`config.mk`:
```
export PLATFORM = sky130hd
export DESIGN_NAME = w_bit_n_mux_flat
export DESIGN_NICKNAME = d
export VERILOG_FILES = /design/src/rtl/w_bit_n_mux_pkg.sv /design/src/rtl/w_bit_n_mux_if.sv /design/src/rtl/w_bit_n_mux_comb.sv /design/src/rtl/w_bit_n_mux.sv /design/src/flat_wrapper.sv
export SDC_FILE = /design/constraint.sdc
export NUM_CORES = 1
export LEC_CHECK = 0
export CAP_MARGIN = 20
export CORE_AREA = 2 2 39 41
export CTS_CLUSTER_SIZE = 30
export DETAILED_ROUTE_END_ITERATION = 7
export DIE_AREA = 0 0 41 43
export PLACE_DENSITY = 0.51
export SETUP_SLACK_MARGIN = 0.02
export SLEW_MARGIN = 20
export SYNTH_ARGS = -nofsm -noshare
export SYNTH_HDL_FRONTEND = slang
export SYNTH_HIERARCHICAL = 1
export SYNTH_SLANG_ARGS = --single-unit
```
`constraint.sdc`:
```
create_clock -name clk -period 1.7 [get_ports clk]
set_input_delay 0.34 -clock clk [delete_from_list [all_inputs] [get_ports clk]]
set_output_delay 0.34 -clock clk [all_outputs]
set_load 0.02 [all_outputs]
```
`src/rtl/w_bit_n_mux_pkg.sv`:
```
// Shared constants and helpers for the registered W-bit N-way multiplexer.
package w_bit_n_mux_pkg;

  localparam int unsigned MAX_N = 4;
  localparam int unsigned MAX_M = 2;
  localparam int unsigned MAX_W = 64;

  // Minimum select width (ceil log2, at least 1) needed to address n inputs.
  function automatic int unsigned sel_width(input int unsigned n);
    int unsigned w;
    w = 1;
    for (int unsigned i = 1; i < 32; i++) begin
      if ((32'd1 << i) < n) w = i + 1;
    end
    return w;
  endfunction

endpackage

```
`src/rtl/w_bit_n_mux_if.sv`:
```
// Data/select bus between the word sources and the registered multiplexer.
interface w_bit_n_mux_if #(
  parameter int unsigned W = 4,
  parameter int unsigned m = 2
);
  logic [W-1:0] a3;
  logic [W-1:0] a2;
  logic [W-1:0] a1;
  logic [W-1:0] a0;
  logic [m-1:0] sel;
  logic [W-1:0] out;

  modport master (output a3, a2, a1, a0, sel, input out);
  modport slave  (input a3, a2, a1, a0, sel, output out);
endinterface

```
`src/rtl/w_bit_n_mux_comb.sv`:
```
// Combinational N-way word selector; unused or out-of-range selects yield zero.
module w_bit_n_mux_comb
  import w_bit_n_mux_pkg::*;
#(
  parameter int unsigned N = 4,
  parameter int unsigned m = 2,
  parameter int unsigned W = 4
) (
  input  logic [W-1:0] a3,
  input  logic [W-1:0] a2,
  input  logic [W-1:0] a1,
  input  logic [W-1:0] a0,
  input  logic [m-1:0] sel,
  output logic [W-1:0] out_c
);

  logic [MAX_M-1:0] sel_ext;

  assign sel_ext = MAX_M'(sel);

  // Inputs at or above N are masked so they can never reach the output.
  always_comb begin
    out_c = '0;
    case (sel_ext)
      2'd0:    out_c = a0;
      2'd1:    out_c = a1;
      2'd2:    out_c = (N > 2) ? a2 : '0;
      2'd3:    out_c = (N > 3) ? a3 : '0;
      default: out_c = '0;
    endcase
  end

endmodule

```
`src/rtl/w_bit_n_mux.sv`:
```
// Registered W-bit N-way multiplexer: out is the selected word one clock later.
module w_bit_n_mux
  import w_bit_n_mux_pkg::*;
#(
  parameter int unsigned N = 4,
  parameter int unsigned m = 2,
  parameter int unsigned W = 4
) (
  input  logic            clk,
  input  logic            rst,
  w_bit_n_mux_if.slave    bus
);

  if (N < 32'd2 || N > MAX_N) begin : g_bad_n
    $error("w_bit_n_mux: N=%0d outside 2..%0d", N, MAX_N);
  end
  if (m < sel_width(N) || m > MAX_M) begin : g_bad_m
    $error("w_bit_n_mux: m=%0d cannot address N=%0d inputs", m, N);
  end
  if (W < 32'd1 || W > MAX_W) begin : g_bad_w
    $error("w_bit_n_mux: W=%0d outside 1..%0d", W, MAX_W);
  end

  logic [W-1:0] sel_c;
  logic [W-1:0] out_d;
  logic [W-1:0] out_q;

  w_bit_n_mux_comb #(
    .N (N),
    .m (m),
    .W (W)
  ) u_comb (
    .a3    (bus.a3),
    .a2    (bus.a2),
    .a1    (bus.a1),
    .a0    (bus.a0),
    .sel   (bus.sel),
    .out_c (sel_c)
  );

  // Reset wins over the pending selection.
  always_comb begin
    out_d = sel_c;
    if (rst) out_d = '0;
  end

  always_ff @(posedge clk) begin
    out_q <= out_d;
  end

  assign bus.out = out_q;

endmodule

```
`src/flat_wrapper.sv`:
```
// flat-port wrapper written by rule: the top's interface ports become plain ports
module w_bit_n_mux_flat import w_bit_n_mux_pkg::*;
#(
  parameter int unsigned N = 4,
  parameter int unsigned m = 2,
  parameter int unsigned W = 4
)
  (clk, rst, bus_a3, bus_a2, bus_a1, bus_a0, bus_sel, bus_out);
  w_bit_n_mux_if #(.W(W), .m(m)) bus_i ();
  input  logic clk;
  input  logic rst;
  input wire logic [$bits(bus_i.a3)-1:0] bus_a3;
  input wire logic [$bits(bus_i.a2)-1:0] bus_a2;
  input wire logic [$bits(bus_i.a1)-1:0] bus_a1;
  input wire logic [$bits(bus_i.a0)-1:0] bus_a0;
  input wire logic [$bits(bus_i.sel)-1:0] bus_sel;
  output wire logic [$bits(bus_i.out)-1:0] bus_out;
  assign bus_i.a3 = bus_a3;
  assign bus_i.a2 = bus_a2;
  assign bus_i.a1 = bus_a1;
  assign bus_i.a0 = bus_a0;
  assign bus_i.sel = bus_sel;
  assign bus_out = bus_i.out;
  w_bit_n_mux #(.N(N), .m(m), .W(W)) u_core (.clk(clk), .rst(rst), .bus(bus_i));
endmodule
```
# Yosys cells after proc, flatten, opt, wreduce, memory -nomap -nowiden
# Index checks and enable logic that the tools add are counted.
dict set report classes {
  eq_ne 3
  n_mux 1
  n_reduce_logical 1
}
# op count
set op_table {}
lappend op_table {{one-hot mux 4 bit (4 select lines)} 1}
lappend op_table {{equality test 2 bit, second input constant} 2}
lappend op_table {{equality test 2 x 1 -> 1 bit, second input constant} 1}
lappend op_table {{zero test 2 bit} 1}
dict set report totals {
  regBits 4
  input_bits 20
  word_cells 6
}

# Logic depth before layout (Yosys ltp)
dict set report depth {
  word_depth 2
  mapped_depth 2
  depth_no_buf 2
}

# By module
# Netlist, hierarchy kept.
# mod instances cells_per_inst area_per_inst_um2 seq_area_each_um2
set modules_own_cells {}
lappend modules_own_cells {w_bit_n_mux 1 8 105.1 80.1}
lappend modules_own_cells {w_bit_n_mux_comb 1 4 105.1 0.0}

# Worst setup path before layout
# No wires, ideal clock.
dict set report synth_path {
  kind {input -> register}
  from {input port bus_sel[0]}
  to {register u_core.out_q[0], in the netlist u_core/bus.out[0]}
  setup_time_ns 0.114
  arrival_ns 0.970
  slack_ns 0.616
  cell_stages 2
  path_buffers 0
  path_cell_list {mux4_1 nor2b_1}
}
dict set report synth_via {
  elab_chain_cells 2
}
# item line
set synth_lines {}
lappend synth_lines {{start, declared} flat_wrapper.sv:16} ;# input wire logic [$bits(bus_i.sel)-1:0] bus_sel;
lappend synth_lines {{equality test 2 bit (tied with other cells)} w_bit_n_mux_comb.sv:24} ;# case (sel_ext)
lappend synth_lines {{one-hot mux 4 bit (4 select lines) *} w_bit_n_mux_comb.sv:24}
lappend synth_lines {{end signal, assigned} w_bit_n_mux.sv:48} ;# out_q <= out_d;
lappend synth_lines {{end, declared} w_bit_n_mux.sv:26} ;# logic [W-1:0] out_q;
# Every way passes the cells marked *; elsewhere a longest branch is shown, timed or not.
# A chain may end at the register's enable or synchronous reset.

# Worst setup path after layout
dict set report layout_path {
  from {input port bus_sel[0]}
  to {register u_core.out_q[3], in the netlist u_core/bus.out[3]}
}
dict set report layout_via {
  elab_chain_cells 2
}
# item line
set layout_lines {}
lappend layout_lines {{equality test 2 bit (tied with other cells)} w_bit_n_mux_comb.sv:24}
lappend layout_lines {{one-hot mux 4 bit (4 select lines) *} w_bit_n_mux_comb.sv:24}
lappend layout_lines {{net u_core.sel_c[3]} w_bit_n_mux.sv:24} ;# logic [W-1:0] sel_c;
# Mark *: on every way through the listed nets, which the timed path passes. The rest lies on a longest branch.

==> summary.md <==
| Metric | Value |
|---|---|
| Post-CTS Setup Bufs | `0` |
| CTS Buf Count | `3` |
| Crit path max fanout | `4` |
| Ys Warns | `6` |
| Row count | `14` |
| DR vias/cell | `4.06` |
| Ports | `24` |
| Final Max Slew Viols | `0` |
| Sequential-to-total area share from yosys stat | `38.1%` |
| RSZ-0062 raised after global routing | `no` |
| Overall routing resource usage | `9.40%` |
| Syn Area/Cell | `17.5 sq um` |
| Core Area | `1380 sq um` |
| Final Critical Period | `1.53 ns` |
| RePlAce Congestion | `0.586` |
| Fin crit share | `89.9%` |
| Reg clk slew, reported paths | `around 0.03 ns` |
| Drt initial violations | `4` |
| # hold bufs at CTS | `0` |
| TritonCTS sink count | `4` |
| Critical Path RT | `1.81 ns` |
| Share of cells above drive strength 1 | `between 7 and 8%` |
| Initial antenna violation count | `0` |
| Syn_nets | `32` |
| Via count | `~220` |
| Post-CTS Resized | `0` |
| Clock Tree Root | `clkbuf_4` |
| Detailed-router iteration count before antenna repair | `2` |
| Initial Util | `15.2%` |
| Area fraction of the dominant cell type after synthesis | `50.0%` |
| Die Width | `41 um` |
| Final setup fails | `0` |
| Total congestion overflow | `0` |
| CP peak stage delay | `0.59 ns` |
| Hold path depth | `2` |
| WL/cell | `12.9 um` |
| Setup TNS | `0 ns` |
| Setup Crit Path Kind | `input pin to flop` |
| Actual slew at the worst max-slew pin | `around 0.22 ns` |
| Final #Nets | `60` |
| Largest net degree at the start of global routing | `5` |
| Area leader, netlist | `mux4_1` |
| Critical Path AT | `1.64 ns` |
| Final wirelength | `696 um` |
| CP Launch Type | `input pin` |
| Synth top area cells | `mux4_1 (50%), dfxtp_1 (38%), nor2b_1 (12%)` |
| Fmax | `roughly 650 MHz` |
| MaxCap Viol Count | `0` |
| First-pass GRT wire length | `1.04 mm` |
| Slew HR | `85.6%` |
| CTS max path bufs | `2` |
| Vias in the first global route | `251` |
| Worst IR Drop VDD | `between 0.15 and 0.2 mV` |
| Cells after DPL | `51` |
| Hold Path Class | `input pin to flop` |
| Post-synthesis register bit count | `4` |
| Hold Crit Start | `rst` |
| Die H | `43 um` |
| Yosys cell types | `3` |
| H-Tree Depth | `1` |
| PwrDens | `636 nW/um^2` |
| Area delta synth->final | `130%` |
| Number of port buffers | `23` |
| Worst Setup End Kind | `flop` |
| Leakage power figure | `0.187 nW` |
| CP cell instances | `clkdlybuf4s50_1 > mux4_1 > nor2b_1` |
| Antenna diodes | `0` |
| Max reg flops | `4` |
| CTS tree | `done` |
| DIE AREA | `1760 sq um` |
| Mapped Area | `between 200 and 250 sq um` |
| Routed Antenna Nets | `0` |
| Drt drc | `0` |
| Min-Delay Endpoint | `u_core/bus.out[1]` |
| CP max stage cell | `mux4_1` |
| Fin. Hold Viols | `0` |
| Final Non-Filler Cells | `54` |
| Mapped Cells | `12` |
| Status | `complete, no violations` |
==> cell families after synthesis <==
| kind of cell | Yosys count | synth area share, % |
|---|---|---|
| and+or+nand+nor | 4 | 11.9 |
| DFF | 4 | 38.1 |
| muxes | 4 | 50.0 |
==> critical path, delay by kind of cell <==
family                 cells  cell delay, ns
buffers and inverters      1            0.57
muxes                      1            0.59
and+or+nand+nor            1            0.14
==> cell usage in the layout (no fill, tap or decap) <==
cell type / n
mux4_1: 4
dfxtp_1: 4
clkdlybuf4s50_1: 23
nor2b_1: 4
clkbuf_4: 3
==> cells in the mapped netlist <==
cell type	number
nor2b_1	4
dfxtp_1	4
mux4_1	4
==> stage by stage <==
stage | area [sq um] | hold WS, ns | util (%) | setup slack (ns) | power (mW)
4_1_cts | 483 | 0.736 | 34.9 | 0.165 | 0.315
5_1_grt | 483 | 0.747 | 34.9 | 0.137 | 0.327
3_3_place_gp | 460 | 0.958 | 33.3 | -0.0542 | 0.199
6_report | 483 | 0.738 | 34.9 | 0.171 | 0.307
3_5_place_dp | 460 | 0.972 | 33.3 | -0.0812 | 0.198
2_1_floorplan | 210 | 0.412 | - | 0.616 | 0.135
==> area by class of cell <==
class,instances,area [sq um]
tap,16,20.0
multi-input combinational,8,130
sequential,4,80.1
clock buffer,3,22.5
timing repair buffer,23,230
fill,135,901
==> power breakdown <==
group / internal, mW / switching [mW] / total, mW
clock network: 0.0785 / 0.0322 / 0.111
logic: 0.0673 / 0.0255 / 0.0928
registers: 0.102 / 0.00169 / 0.104
total: 0.248 / 0.0593 / 0.307
==> metal layers <==
layer | global-route usage [%] | part of all wire [%]
met5 | 0 | 0
met4 | 8.00 | 0
met3 | 2.62 | 20
met2 | 13.1 | 38
met1 | 11.2 | 42
==> worst max-delay path by stage <==
stage,to,cells past startpoint,startpoint
6_report,u_core/bus.out[3],3,bus_sel[0]
5_1_grt,u_core/bus.out[0],3,bus_sel[0]
4_1_cts,u_core/bus.out[0],3,bus_sel[0]
3_5_place_dp,u_core/bus.out[0],3,bus_sel[0]
3_3_place_gp,u_core/bus.out[0],3,bus_sel[0]
2_1_floorplan,u_core/bus.out[0],2,bus_sel[0]
No activity file was read; power rests on OpenSTA's default activity.
